--- config.mk ---
export PLATFORM = sky130hd
export DESIGN_NAME = div_iter
export DESIGN_NICKNAME = d
export VERILOG_FILES = /design/src/rtl/div_iter.sv
export SDC_FILE = /design/constraint.sdc
export NUM_CORES = 1
export LEC_CHECK = 0
export CAP_MARGIN = 20
export CORE_ASPECT_RATIO = 1.5
export CORE_MARGIN = 1.5
export CORE_UTILIZATION = 47
export CTS_CLUSTER_SIZE = 14
export DETAILED_ROUTE_END_ITERATION = 8
export DONT_BUFFER_PORTS = 1
export SETUP_SLACK_MARGIN = 0.05
export SLEW_MARGIN = 20
export SYNTH_ARGS = -nofsm -noshare
export SYNTH_HDL_FRONTEND = slang
export SYNTH_SLANG_ARGS = --single-unit
--- constraint.sdc ---
create_clock -name clk -period 4.35 [get_ports clk]
set_clock_uncertainty 0.1 [all_clocks]
set_input_delay 0.87 -clock clk [delete_from_list [all_inputs] [get_ports clk]]
set_output_delay 0.87 -clock clk [all_outputs]
set_load 0.1 [all_outputs]
--- src/rtl/div_iter.sv ---
// div_iter: iterative restoring divider, one quotient bit per clock.
// Supports unsigned and two's-complement operands via magnitude conversion
// and a final sign correction. Result packs {remainder, quotient}.
// Optional feature macro: DIV_ITER_EARLY_OUT_EN -- when defined, a nonzero
// divisor larger in magnitude than the dividend finishes at acceptance.
module div_iter #(
  parameter int WIDTH = 32
) (
  input  logic               clk,
  input  logic               rst,
  input  logic               signed_div_i,
  input  logic [WIDTH-1:0]   opdata1_i,
  input  logic [WIDTH-1:0]   opdata2_i,
  input  logic               start_i,
  input  logic               annul_i,
  output logic [2*WIDTH-1:0] result_o,
  output logic               ready_o,
  output logic               busy_o
);

  localparam logic [1:0] S_FREE   = 2'd0;
  localparam logic [1:0] S_BYZERO = 2'd1;
  localparam logic [1:0] S_ON     = 2'd2;
  localparam logic [1:0] S_END    = 2'd3;
  localparam int         CW       = $clog2(WIDTH + 1);

  logic [1:0]         r_state;
  logic [CW-1:0]      r_cnt;
  logic [WIDTH:0]     r_rem;     // partial remainder
  logic [WIDTH-1:0]   r_quo;     // dividend bits shift out, quotient bits shift in
  logic [WIDTH-1:0]   r_dvs;     // divisor magnitude
  logic               r_neg_q;
  logic               r_neg_r;
  logic [2*WIDTH-1:0] r_result;
  logic               r_ready;

  // Operand signs and magnitudes seen at acceptance
  logic               w_sign1;
  logic               w_sign2;
  logic [WIDTH-1:0]   w_mag1;
  logic [WIDTH-1:0]   w_mag2;

  // One restoring step: shift in the next dividend bit, try to subtract
  logic [WIDTH+1:0]   w_shift;
  logic [WIDTH:0]     w_diff;
  logic               w_ge;
  logic [WIDTH-1:0]   w_quo_fix;
  logic [WIDTH-1:0]   w_rem_fix;

  assign w_sign1   = signed_div_i & opdata1_i[WIDTH-1];
  assign w_sign2   = signed_div_i & opdata2_i[WIDTH-1];
  assign w_mag1    = w_sign1 ? (~opdata1_i + 1'b1) : opdata1_i;
  assign w_mag2    = w_sign2 ? (~opdata2_i + 1'b1) : opdata2_i;

  assign w_shift   = {r_rem, r_quo[WIDTH-1]};
  assign w_ge      = (w_shift >= {2'b00, r_dvs});
  assign w_diff    = w_shift[WIDTH:0] - {1'b0, r_dvs};

  // Most-negative / -1 needs no special case: the magnitude quotient already
  // equals the most-negative pattern and no negation is applied.
  assign w_quo_fix = r_neg_q ? (~r_quo + 1'b1) : r_quo;
  assign w_rem_fix = r_neg_r ? (~r_rem[WIDTH-1:0] + 1'b1) : r_rem[WIDTH-1:0];

  assign result_o  = r_result;
  assign ready_o   = r_ready;
  assign busy_o    = (r_state == S_BYZERO) || (r_state == S_ON);

  // Control FSM and datapath registers; reset is asynchronous, active-low
  always_ff @(posedge clk or negedge rst) begin
    if (!rst) begin
      r_state  <= S_FREE;
      r_cnt    <= '0;
      r_rem    <= '0;
      r_quo    <= '0;
      r_dvs    <= '0;
      r_neg_q  <= 1'b0;
      r_neg_r  <= 1'b0;
      r_result <= '0;
      r_ready  <= 1'b0;
    end else begin
      case (r_state)
        S_FREE: begin
          // annul_i has priority over a pending start request
          if (start_i && !annul_i) begin
            r_quo   <= w_mag1;
            r_dvs   <= w_mag2;
            r_rem   <= '0;
            r_cnt   <= '0;
            r_neg_q <= w_sign1 ^ w_sign2;
            r_neg_r <= w_sign1;
            if (opdata2_i == '0) begin
              r_state <= S_BYZERO;
`ifdef DIV_ITER_EARLY_OUT_EN
            end else if (w_mag1 < w_mag2) begin
              // Quotient is zero and the dividend is already the remainder
              r_state  <= S_END;
              r_ready  <= 1'b1;
              r_result <= {opdata1_i, {WIDTH{1'b0}}};
`endif
            end else begin
              r_state <= S_ON;
            end
          end
        end
        S_BYZERO: begin
          r_result <= '0;
          if (annul_i) begin
            r_state <= S_FREE;
            r_ready <= 1'b0;
          end else begin
            r_state <= S_END;
            r_ready <= 1'b1;
          end
        end
        S_ON: begin
          if (annul_i) begin
            r_state  <= S_FREE;
            r_ready  <= 1'b0;
            r_result <= '0;
          end else if (r_cnt == CW'(WIDTH)) begin
            r_state  <= S_END;
            r_ready  <= 1'b1;
            r_result <= {w_rem_fix, w_quo_fix};
          end else begin
            r_rem <= w_ge ? w_diff : w_shift[WIDTH:0];
            r_quo <= {r_quo[WIDTH-2:0], w_ge};
            r_cnt <= r_cnt + CW'(1);
          end
        end
        S_END: begin
          // Result is held until the requester drops start_i
          if (!start_i) begin
            r_state  <= S_FREE;
            r_ready  <= 1'b0;
            r_result <= '0;
          end
        end
        default: begin
          r_state  <= S_FREE;
          r_ready  <= 1'b0;
          r_result <= '0;
        end
      endcase
    end
  end

endmodule

-- Yosys cells after proc, flatten, opt, wreduce, memory -nomap -nowiden
Index checks and enable logic that the tools add are counted.
Widths: inputs -> output; s select.
- logic and storage cells: 76
- register bits after elaboration: 172
- output and inout bits: 66
- muxes and demuxes: 33
- $lt $le $gt $ge: 1
- bitwise operators: 7
- eq/ne operators: 9
- add/sub/neg operators: 6
- reductions and logical operators: 11
- operators by type and width (kind ; number):
    $mux 32 ; 7
    $mux 64 ; 3
    $pmux 64 s3 ; 1
    $mux 33 ; 4
    $add 32x1->32 const B ; 4
    $not 32->32 ; 4
    $pmux 33 s2 ; 1
    $pmux 32 s2 ; 1
    $ge 34x32->1 ; 1
    $sub 33x32->33 ; 1
    $logic_not 32->1 ; 1
    $mux 6 ; 3
    $mux 2 ; 6
    $pmux 6 s2 ; 1
    $ne 2x2->1 const B ; 4
    $pmux 2 s4 ; 1
    $add 6x1->6 const B ; 1
    $eq 6x6->1 const B ; 1
    $reduce_and 3->1 ; 2
    $eq 2x2->1 const B ; 2
    $mux 1 ; 4
    $reduce_and 4->1 ; 1
    $ne 3x2->1 const B ; 1
    $pmux 1 s3 ; 1
    other kinds (10) ; 11

-- Longest topological paths before layout
- depth in word-level cells: 6
- mapped depth: 14
- gate-level depth less buffers: 13

-- Worst setup path after synthesis
Ideal clock, no wire load.
- path kind: input-to-reg
- from: input port opdata2_i[7]
- to: register r_dvs[28]
- arrival time: 3056 ps
- cell stages on the path: 9
- setup slack: 1059 ps
- cells stage by stage: or4_1 nor4_2 and3_1 and3_1 nand2_1 or4_1 o31ai_1 xor2_1 o21ai_0
- word-level cells in the longest chain between the ends: 3
- RTL lines (element ; line ; RTL):
    start: declaration ; 13 ; input logic [WIDTH-1:0] opdata2_i,
    $not 32->32 ; 53 ; assign w_mag2 = w_sign2 ? (~opdata2_i + 1'b1) : opdata2_i;
    $add 32x1->32 ; 53 ;
    $mux 32 ; 53 ;
    end signal: assignment ; 86 ; r_dvs <= w_mag2;
    end: declaration ; 31 ; logic [WIDTH-1:0] r_dvs;
Every way passes these cells.
A chain may end at the register's enable or synchronous reset.

-- Final worst setup path
- from: register r_rem[12]
- to: register r_rem[31]
- word-level cells in the longest chain between the ends: 5
- elaborated cells between the ends (all ways): 6
- classes of those cells: add/sub: 1; order compare: 1; mux: 4
- RTL lines (element ; line ; RTL):
    start: declaration ; 29 ; logic [WIDTH:0] r_rem;
    start signal: assignment ; 125 ; r_rem <= w_ge ? w_diff : w_shift[WIDTH:0];
    $sub 33x32->33 or $ge 34x32->1 (tied branches) ; 57, 56 ;
    $mux 33 * ; 125 ;
    $mux 33 * ; 120 ; end else if (r_cnt == CW'(WIDTH)) begin
    $mux 33 * ; 116 ; if (annul_i) begin
    $pmux 33 s2 * ; 81 ; case (r_state)
Every way passes the cells marked *; elsewhere a longest branch is shown, timed or not. The select of a mux whose other input is x is not followed.

==> qor.txt <==
Clock transition at the registers of the reported paths = 70 ps
Simple logic cell fraction of the synthesized area = 18.0%
H-tree levels = 4
Max_slew headroom = 36.0%
GP Congestion = 0.872
# setup viols final = 0
1st-pass router iterations = 5
Diodes inserted = 0
Die Span Y = 192 µm
Bufs and invs on worst path = 0
RSZ-0062 raised after global routing = false
Status = finished clean
Post-Synth XOR/XNOR Area = 11.4%
Core Area = 0.0236 mm²
Overall die width = 129 µm
Post-route ant nets = 0
Slowest-stage cell, CP = ha_1
DR vias = 9124
Max incr delay on CP = 490 ps
Remaining DRCs = 0
Final core occ = 51.5%
Final min period = 3610 ps
Post-synthesis adder-cell area fraction = 4.76%
CP cell instances = ha_1 > nand4_1 > or3_1 > a211oi_1 > o311ai_0 > nand2_1 > a21oi_1 > o31ai_1 > mux2i_1 > a211o_1
Synth area leaders = dfrtp_1 38%, o21ai_0 9.2%, nand2_1 7.1%, xor2_1 6.7%, xnor2_1 4.7%
PortBufs = 0
Yosys cell types = 62
Gr usage total = 23.1%
CTS tree = built
Syn-to-layout area delta = 8.33%
Initial Util = 47.5%
CTS buffer count = 17
F_max = 277 MHz
Syn_nets = 1476
Largest family of logic cells by synthesized area = compound AO/OA/AOI/OAI gates
Critical path arrival = 3840 ps
CP max FO = 9
Row cnt = 69
CTS Root Cell = clkbuf_16
R2r startpoint = r_rem[12]
Sequential element share of the synthesized area = 38.4%
Fraction of registers with async set/reset = 100%
GR Overflow Total = 0
Largest net degree at the start of global routing = 173
Ports = 135
Fillers = 2319
Initial antenna violation count = 0
Final TNS setup = 0 ps
CP top delay family = compound AO/OA/AOI/OAI gates
Vias per inst = 5.47
# clock sinks = 172
Setup crit start kind = register
Die Area = 0.0248 mm²
Worst EP required = 4580 ps
EDFF count, synth = 0
CP Launch Point = r_rem[12]
Post-synth top flop = dfrtp_1
Max-cap violations = 0
Top cell type's share of synthesized area = 38.4%
Mapped Area = 0.0112 mm²
Largest area contributor in the netlist = dfrtp_1
Worst skew pair latency = 440 ps
Drt wl/cell = 16.5 µm
Slew Viols, Final = 0
Yosys warns = 0
Final wirelength = 27.4 mm
First-pass GRT wire length = 45.0 mm
HPWL Detailed = 20.8 mm
Share of post-route cells with drive strength above 1 = 4.97%
DRT iter0 DRCs = 468
Layout net count = 1446
Worst hold path class = in -> async
Crit path kind = reg -> reg
Max Buffers Root-to-Sink = 2
Complex-gate fraction of the synthesized area = 21.1%
Worst Setup End Kind = register
Worst-Margin Slew = 959 ps
Hold Violations, Final = 0
Fin crit share = 83.1%
Post-synthesis mux area share = 1.80%
Syn Area/Cell = 8.21 µm²
Cell count after synthesis = 1365
Worst-case hold slack = 21.4 ps
Vias in the first global route = 9016
Yosys reg bits = 172
registers in the layout (all words and copies together) (netlist names):
name,cells
r_quo,32
r_cnt,6
result_o,64
r_rem,33
r_dvs,32
r_state,2
r_neg_q,1
r_neg_r,1
ready_o,1
synth_stat cells (all sizes together) (28+ instances only):
library cell / instances
nand3: 42
nand2: 213
dfrtp: 172
xnor2: 60
nor2: 83
inv: 63
xor2: 86
a21oi: 95
o21ai: 210
o31ai: 28
clkbuf: 64
ha: 41
logic make-up (layout without fill, tap and decap cells):
group                      Yosys count  after routing
AOI/OAI and AO/OA                  409            409
xor gates and xnor gates           146            146
adders and majority gates           42             42
buffers and inverters              133            116
DFF                                172            172
muxes                               20             20
and+or+nand+nor                    443            443
stage by stage:
| stage | area (µm²) | cells | setup WS, ps |
|---|---|---|---|
| finish | 12100 | 1667 | 735 |
| global route | 12100 | 1667 | 393 |
| CTS | 12100 | 1666 | 733 |
| detailed placement | 11500 | 1634 | 552 |
| global placement | 11500 | 1634 | 627 |
| floorplan | 11200 | 1365 | 1060 |
layer usage:
metal	track usage [%]	wire, µm	vias up
li1	-	-	4707
met4	8.43	645	0
met5	0	0	-
met1	26.4	11300	4189
met3	4.79	1390	33
met2	42.0	14100	195
cell type report:
class	count	area (µm²)	share of cell area, %
clock buffers	26	519	4.28
inverters	63	236	1.95
clock inverters	6	105	0.866
flip-flops and latches	172	4300	35.5
repair buffers	21	160	1.32
well taps	319	399	3.29
multi-input cells	1060	6410	52.8
what timing repair did:
| action | 4_1_cts | 5_1_grt |
|---|---|---|
| hold buffers | 0 | 1 |
| buffers inserted | 0 | 0 |
| resized for setup | 0 | 0 |
| endpoints found under the setup margin | 0 | 0 |
| hold endpoints to repair | 0 | 2 |
placed cells by master, fill, tap and decap left out, drive strengths merged, types with 4 or more instances in the layout:
master and n:
a211oi 4, a21o 14, a21oi 95, a31oi 6
and2 6, and3 6, buf 20, clkbuf 26
dfrtp 172, ha 41, inv 63, mux2i 19
nand2 213, nand2b 6, nand3 42, nand4 7
nor2 83, nor2b 4, nor3 18, nor4 11
o211ai 4, o21a 5, o21ai 210, o21bai 7
o221ai 5, o31ai 28, o41ai 12, or2 5
or3 21, or4 12, xnor2 60, xor2 86
path summary, 6_finish.rpt:
kind,cells past startpoint,slack (ps),end
hold reg to reg,2,380,r_dvs[6]
min in group clk,2,380,r_dvs[6]
hold / removal,0,20,r_quo[12]
setup / recovery,10,740,r_rem[31]
max in group asynchronous,1,3470,result_o[14]
setup reg to reg,10,740,r_rem[31]
Power is not shown: default switching activity piles up to over one toggle a cycle in this logic, so the estimate is an artifact.
